## src/rtl/activation_sequencer.sv

```systemverilog
// activation_sequencer: streams one output tile of rows through the shared
// activation unit and collects the results into a small output FIFO.
// The activation unit cannot stall, so a row is only issued when the FIFO
// is guaranteed to have room for its result (credit = FIFO space minus rows
// already in flight inside the unit).
//
// state | meaning
// ------+----------------------------------------------------------
// IDLE  | waiting for start; latched config still drives act_type/act_enable
// ISSUE | accepting rows from upstream and forwarding them to the unit
// DRAIN | all rows issued; waiting for results to return and FIFO to empty
// DONE  | one-cycle completion pulse
module activation_sequencer #(
  parameter int DWIDTH      = 8,
  parameter int DESIGN_SIZE = 4,
  parameter int ROW_CNT_W   = 8,
  parameter int FIFO_DEPTH  = 4
) (
  input  logic                          clk,
  input  logic                          reset,
  input  logic                          start,
  input  logic [ROW_CNT_W-1:0]          cfg_num_rows,
  input  logic                          cfg_act_type,
  input  logic                          cfg_enable,
  input  logic                          src_valid,
  input  logic [DESIGN_SIZE*DWIDTH-1:0] src_data,
  output logic                          src_ready,
  output logic                          act_type,
  output logic                          act_enable,
  output logic                          act_in_valid,
  output logic [DESIGN_SIZE*DWIDTH-1:0] act_in_data,
  input  logic                          act_out_valid,
  input  logic [DESIGN_SIZE*DWIDTH-1:0] act_out_data,
  output logic                          dst_valid,
  output logic [DESIGN_SIZE*DWIDTH-1:0] dst_data,
  input  logic                          dst_ready,
  output logic                          busy,
  output logic                          done,
  output logic                          err
);

  localparam int RW = DESIGN_SIZE * DWIDTH;
  localparam int PW = $clog2(FIFO_DEPTH);
  localparam int CW = PW + 1;
  localparam logic [CW-1:0] FULL_CNT  = CW'(FIFO_DEPTH);
  localparam logic [CW:0]   DEPTH_EXT = (CW + 1)'(FIFO_DEPTH);

  typedef enum logic [1:0] {
    S_IDLE  = 2'd0,
    S_ISSUE = 2'd1,
    S_DRAIN = 2'd2,
    S_DONE  = 2'd3
  } state_t;

  state_t               state;
  logic [ROW_CNT_W-1:0] num_rows;
  logic [ROW_CNT_W-1:0] issued_cnt;
  logic [ROW_CNT_W-1:0] recv_cnt;

  logic [RW-1:0]        mem [FIFO_DEPTH];
  logic [PW-1:0]        wr_ptr;
  logic [PW-1:0]        rd_ptr;
  logic [CW-1:0]        fifo_count;

  logic [CW-1:0]        inflight;
  logic [CW:0]          credit_sum;
  logic                 credit_ok;
  logic                 start_acc;
  logic                 src_hs;
  logic                 pop;
  logic                 fifo_full;
  logic                 push_err;
  logic                 push_ok;

  // Credit is computed from registered counters only, so src_ready never
  // depends combinationally on the unit's return path or on dst_ready.
  // Inflight is bounded by FIFO_DEPTH through the credit, so the narrow
  // view of the row-count difference is exact.
  assign inflight   = CW'(issued_cnt - recv_cnt);
  assign credit_sum = {1'b0, inflight} + {1'b0, fifo_count};
  assign credit_ok  = credit_sum < DEPTH_EXT;

  assign start_acc  = (state == S_IDLE) && start;
  assign src_ready  = (state == S_ISSUE) && credit_ok && (issued_cnt < num_rows);
  assign src_hs     = src_valid && src_ready;
  assign busy       = (state != S_IDLE);

  assign dst_valid  = (fifo_count != '0);
  assign dst_data   = mem[rd_ptr];
  assign pop        = dst_valid && dst_ready;
  assign fifo_full  = (fifo_count == FULL_CNT);

  // A result with nothing outstanding, or one that would overflow the FIFO,
  // is a protocol violation: the beat is dropped and flagged.
  assign push_err   = act_out_valid && ((issued_cnt == recv_cnt) || (fifo_full && !pop));
  assign push_ok    = act_out_valid && !push_err;

  // Sequencing FSM: config latch, row issue to the unit, completion pulse.
  always_ff @(posedge clk or negedge reset) begin
    if (!reset) begin
      state        <= S_IDLE;
      num_rows     <= '0;
      act_type     <= 1'b0;
      act_enable   <= 1'b0;
      issued_cnt   <= '0;
      act_in_valid <= 1'b0;
      act_in_data  <= '0;
      done         <= 1'b0;
    end else begin
      act_in_valid <= 1'b0;
      done         <= 1'b0;
      case (state)
        S_IDLE: begin
          if (start) begin
            num_rows   <= cfg_num_rows;
            act_type   <= cfg_act_type;
            act_enable <= cfg_enable;
            issued_cnt <= '0;
            if (cfg_num_rows == '0) begin
              state <= S_DONE;
              done  <= 1'b1;
            end else begin
              state <= S_ISSUE;
            end
          end
        end
        S_ISSUE: begin
          if (src_hs) begin
            act_in_valid <= 1'b1;
            act_in_data  <= src_data;
            issued_cnt   <= issued_cnt + ROW_CNT_W'(1);
            if ((issued_cnt + ROW_CNT_W'(1)) == num_rows) state <= S_DRAIN;
          end
        end
        S_DRAIN: begin
          if ((recv_cnt == num_rows) && (fifo_count == '0)) begin
            state <= S_DONE;
            done  <= 1'b1;
          end
        end
        S_DONE:  state <= S_IDLE;
        default: state <= S_IDLE;
      endcase
    end
  end

  // Result collection into the output FIFO, independent of FSM state.
  always_ff @(posedge clk or negedge reset) begin
    if (!reset) begin
      for (int i = 0; i < FIFO_DEPTH; i++) mem[i] <= '0;
      wr_ptr     <= '0;
      rd_ptr     <= '0;
      fifo_count <= '0;
      recv_cnt   <= '0;
      err        <= 1'b0;
    end else begin
      if (push_ok) begin
        mem[wr_ptr] <= act_out_data;
        wr_ptr      <= wr_ptr + PW'(1);
      end
      if (pop) rd_ptr <= rd_ptr + PW'(1);
      case ({push_ok, pop})
        2'b10:   fifo_count <= fifo_count + CW'(1);
        2'b01:   fifo_count <= fifo_count - CW'(1);
        default: fifo_count <= fifo_count;
      endcase
      if (start_acc) recv_cnt <= '0;
      else if (push_ok) recv_cnt <= recv_cnt + ROW_CNT_W'(1);
      if (push_err) err <= 1'b1;
    end
  end

endmodule

```

## config.mk

```make
export PLATFORM = sky130hd
export DESIGN_NAME = activation_sequencer
export DESIGN_NICKNAME = d
export VERILOG_FILES = /design/src/rtl/activation_sequencer.sv
export SDC_FILE = /design/constraint.sdc
export NUM_CORES = 1
export LEC_CHECK = 0
export BUFFER_PORTS_ARGS = -buffer_cell sky130_fd_sc_hd__buf_2
export CAP_MARGIN = 15
export CORE_UTILIZATION = 47
export DETAILED_ROUTE_END_ITERATION = 7
export GPL_TIMING_DRIVEN = 0
export PLACE_DENSITY_LB_ADDON = 0.12
export SYNTH_ARGS = -nofsm -noshare
export SYNTH_HDL_FRONTEND = slang
export SYNTH_SLANG_ARGS = --single-unit
```

## constraint.sdc

```tcl
create_clock -name clk -period 4.3 [get_ports clk]
set_clock_uncertainty 0.1 [all_clocks]
set_input_delay 0.43 -clock clk [delete_from_list [all_inputs] [get_ports clk]]
set_output_delay 0.43 -clock clk [all_outputs]
set_load 0.01 [all_outputs]
```

==> flow_summary_export.csv <==
group,metric,value,unit
synth,synth.distinct_cells,42,
clocking,cts_tree,"built",
die,die-area,20230,µm²
power_and_ir_drop,power_switching,2.851,mW
synth,syn_area,9241,µm²
grt,grt_max_degree,121,
synth,synth_flop_cell,"dfrtp_1",
grt,grt_util_met3,5.350,%
synth,synth_top_cell_area_share,53.61,%
sta,clock.fmax,0.2747,GHz
synth,yosysWarnings,0,
sta,layout_setup_ws,0.6591,ns
placement,placed_cells,1145,
finish,diodes,0,
routing,ant_nets,0,
finish,final_common_cell,"dfrtp_1",
finish,fillers,1600,
worst_setup_path,arrival,3.89,ns
die,die_h,142.2,µm
status,status,"finished clean",
synth,syn_area_per_cell,12.61,µm²
synth,synth_edf_count,0,
placement,dp_slack,0.6361,ns
finish,most-common-layout-cells,"dfrtp_1, buf_2, mux2_2",
clocking,cts_setup_buffers,0,
power_and_ir_drop,p_clk_share,18.7,%
synth,syn_inst,733,
power_and_ir_drop,pwr_density_cell,756.2,nW/µm²
synth,synth_nets,837,
finish,drive_gt1_share,40.74,%
run,cap_violations,0,
routing,totalWireLength,19.84,mm
routing,routedWlPerCell,16.85,µm
clocking,cts-root-buf,"clkbuf_16",
grt,gr-usage-met2,35.96,%
die,io_pins,152,
worst_hold_path,min_path_type,"input port to flop",
routing,first_pass_iters,4,
power_and_ir_drop,power,8.270,mW
power_and_ir_drop,p_seq_share,38.9,%
synth,synth.area.top_cells,"dfrtp_1, mux2_2, mux4_2, nand2_1, ha_1",
routing,drc,0,
worst_setup_path,cp-end-kind,"flop",
worst_setup_path,path_class,"flop to flop",
routing,via_count,6183,
worst_setup_path,cp_max_fo,8,
sta,finalSetupViolCount,0,
clocking,htree_levels,4,
finish,finalNetCount,1009,
placement,gp_congestion,0.8213,
grt,grt_pass1_vias,6572,
clocking,numClockSinks,198,
power_and_ir_drop,intPower,5.419,mW
finish,area_growth,18.33,%
sta,hold_viol,0,
finish,stdcell_count,1178,
routing,drtIter0Drc,293,
sta,post-route-period-util,84.67,%
clocking,postCtsHoldBufs,1,
die,initial_core_util,48.59,%
synth,synth_top_cell_by_area,"dfrtp_1",
clocking,clk_path_buf_depth,2,
sta,whs,0.09220,ns
sta,slew-limit-headroom,42.75,%
worst_setup_path,cp.required,4.54,ns
die,num_rows,50,
sta,period_needed,3.641,ns
routing,viasPerCell,5.249,
grt,grt.total_usage,20.97,%
grt,antenna_found_initial,0,
synth,synthArstFlopShare,100.0,%
synth,yosysSeqAreaShare,53.61,%
power_and_ir_drop,netSwitchingFraction,34.47,%
placement,placed_area,10360,µm²
sta,slew_viol_final,0,
power_and_ir_drop,combPwrFrac,42.4,%
worst_setup_path,startpoint_type,"flop",
die,die_x,142.2,µm
sta,tightestPinTransition,0.8588,ns
synth,ys_ff_latch,198,
clocking,cts_resized,0,
sta,rsz0062_at_grt,"false",
clocking,clkTransAtPathRegs,0.07,ns
grt,grt_overflow_total,0,
placement,portBuffers,151,
clocking,clock_latency,0.42,ns
grt,busiest_layer,"met2",
power_and_ir_drop,ir_drop,0.3382,mV
clocking,numCtsBuffers,17,
finish,fin_area,10940,µm²
placement,hpwl,14.26,mm
power_and_ir_drop,leakage,5.179,nW
die,core_region_area,19020,µm²
grt,use_met1,26.71,%
grt,grt_pass1_wl,32.71,mm
[power groups by stage]
stage	logic [mW]	clock network (mW)	registers (mW)
2_1_floorplan	2.48	0	3.15
3_3_place_gp	3.44	0	3.17
3_5_place_dp	3.57	0	3.24
4_1_cts	3.58	1.58	3.22
5_1_grt	3.88	1.66	3.32
6_report	3.51	1.55	3.22
[critical path: stages (launching register included)]
cell and delay [ns]:
dfrtp_1 0.46, inv_1 0.15, ha_1 0.15, inv_1 0.05, fa_1 0.37, xnor2_1 0.18
ha_1 0.25, nor4_1 0.28, nand3_1 0.14, or3_1 0.36, clkbuf_1 0.19, o41ai_2 0.53
nand3_1 0.17, a32oi_1 0.19
[synth_stat cells (2+ instances only)]
| master | instances |
|---|---|
| inv_1 | 24 |
| nand2_1 | 130 |
| a21oi_1 | 8 |
| nand3b_1 | 2 |
| or3_1 | 3 |
| nor3_1 | 5 |
| mux2_2 | 131 |
| o221ai_1 | 2 |
| nor4_1 | 5 |
| nor2_1 | 24 |
| mux2i_1 | 4 |
| ha_1 | 22 |
| and2_1 | 3 |
| a32oi_1 | 2 |
| buf_2 | 26 |
| a211oi_1 | 2 |
| dfrtp_1 | 198 |
| nand3_1 | 5 |
| clkbuf_1 | 14 |
| xnor2_1 | 16 |
| mux4_2 | 32 |
| nand2b_1 | 2 |
| o21ai_0 | 24 |
| and4_1 | 2 |
| fa_1 | 2 |
| xor2_1 | 22 |
| a31oi_1 | 2 |
| nand4_1 | 6 |
| o211ai_1 | 2 |
[worst paths after layout]
check	start	end	slack, ns	cells past startpoint
max	issued_cnt[0]	state[0]	0.66	13
min	src_data[18]	act_in_data[18]	0.09	3
min reg2reg	act_in_data[0]	act_in_data[0]	0.38	2
max reg2reg	issued_cnt[0]	state[0]	0.66	13
min in group asynchronous	reset	mem[70]	0.46	2
max in group asynchronous	reset	mem[119]	2.67	3
[layout make-up]
class	instances	area, µm²	share of cell area [%]
repair buffers	153	803.3	7.346
multi-input cells	469	3999	36.57
inverters	24	90.09	0.8238
clock buffers	21	450.4	4.119
flip-flops and latches	198	4955	45.31
plain buffers	42	197.7	1.808
well taps	260	325.3	2.975
clock inverters	11	115.1	1.053
[per-stage QoR]
stage	util (%)	TNS [ns]
floorplan	-	0
global placement	54.28	-70.35
detailed placement	54.47	0
CTS	57.50	0
global route	57.50	0
finish	57.50	0
[kinds of logic (layout without fill, tap and decap cells)]
group	Yosys count	after routing	synth area share, %
xor gates and xnor gates	38	38	3.601
adders and majority gates	24	24	3.412
DFF	198	198	53.61
buffers and inverters	66	251	3.114
muxes	167	167	24.19
AOI/OAI and AO/OA	47	47	3.168
and+or+nand+nor	193	193	8.895
[layer usage]
layer  up-vias  wire [µm]  share of wire (%)
met4         0        155               0.78
met3        13       1094                5.5
met2       161       9857                 50
li1       2886          -                  -
met1      3123       8737                 44
met5         -          0                  0
[flip-flops by register name, summed over array words and instances (netlist names)]
name / flops
rd_ptr: 2
done: 1
wr_ptr: 2
issued_cnt: 8
err: 1
fifo_count: 3
act_type: 1
state: 2
act_in_data: 32
mem: 128
act_enable: 1
recv_cnt: 8
num_rows: 8
act_in_valid: 1
(Power assumes the default switching activity.)
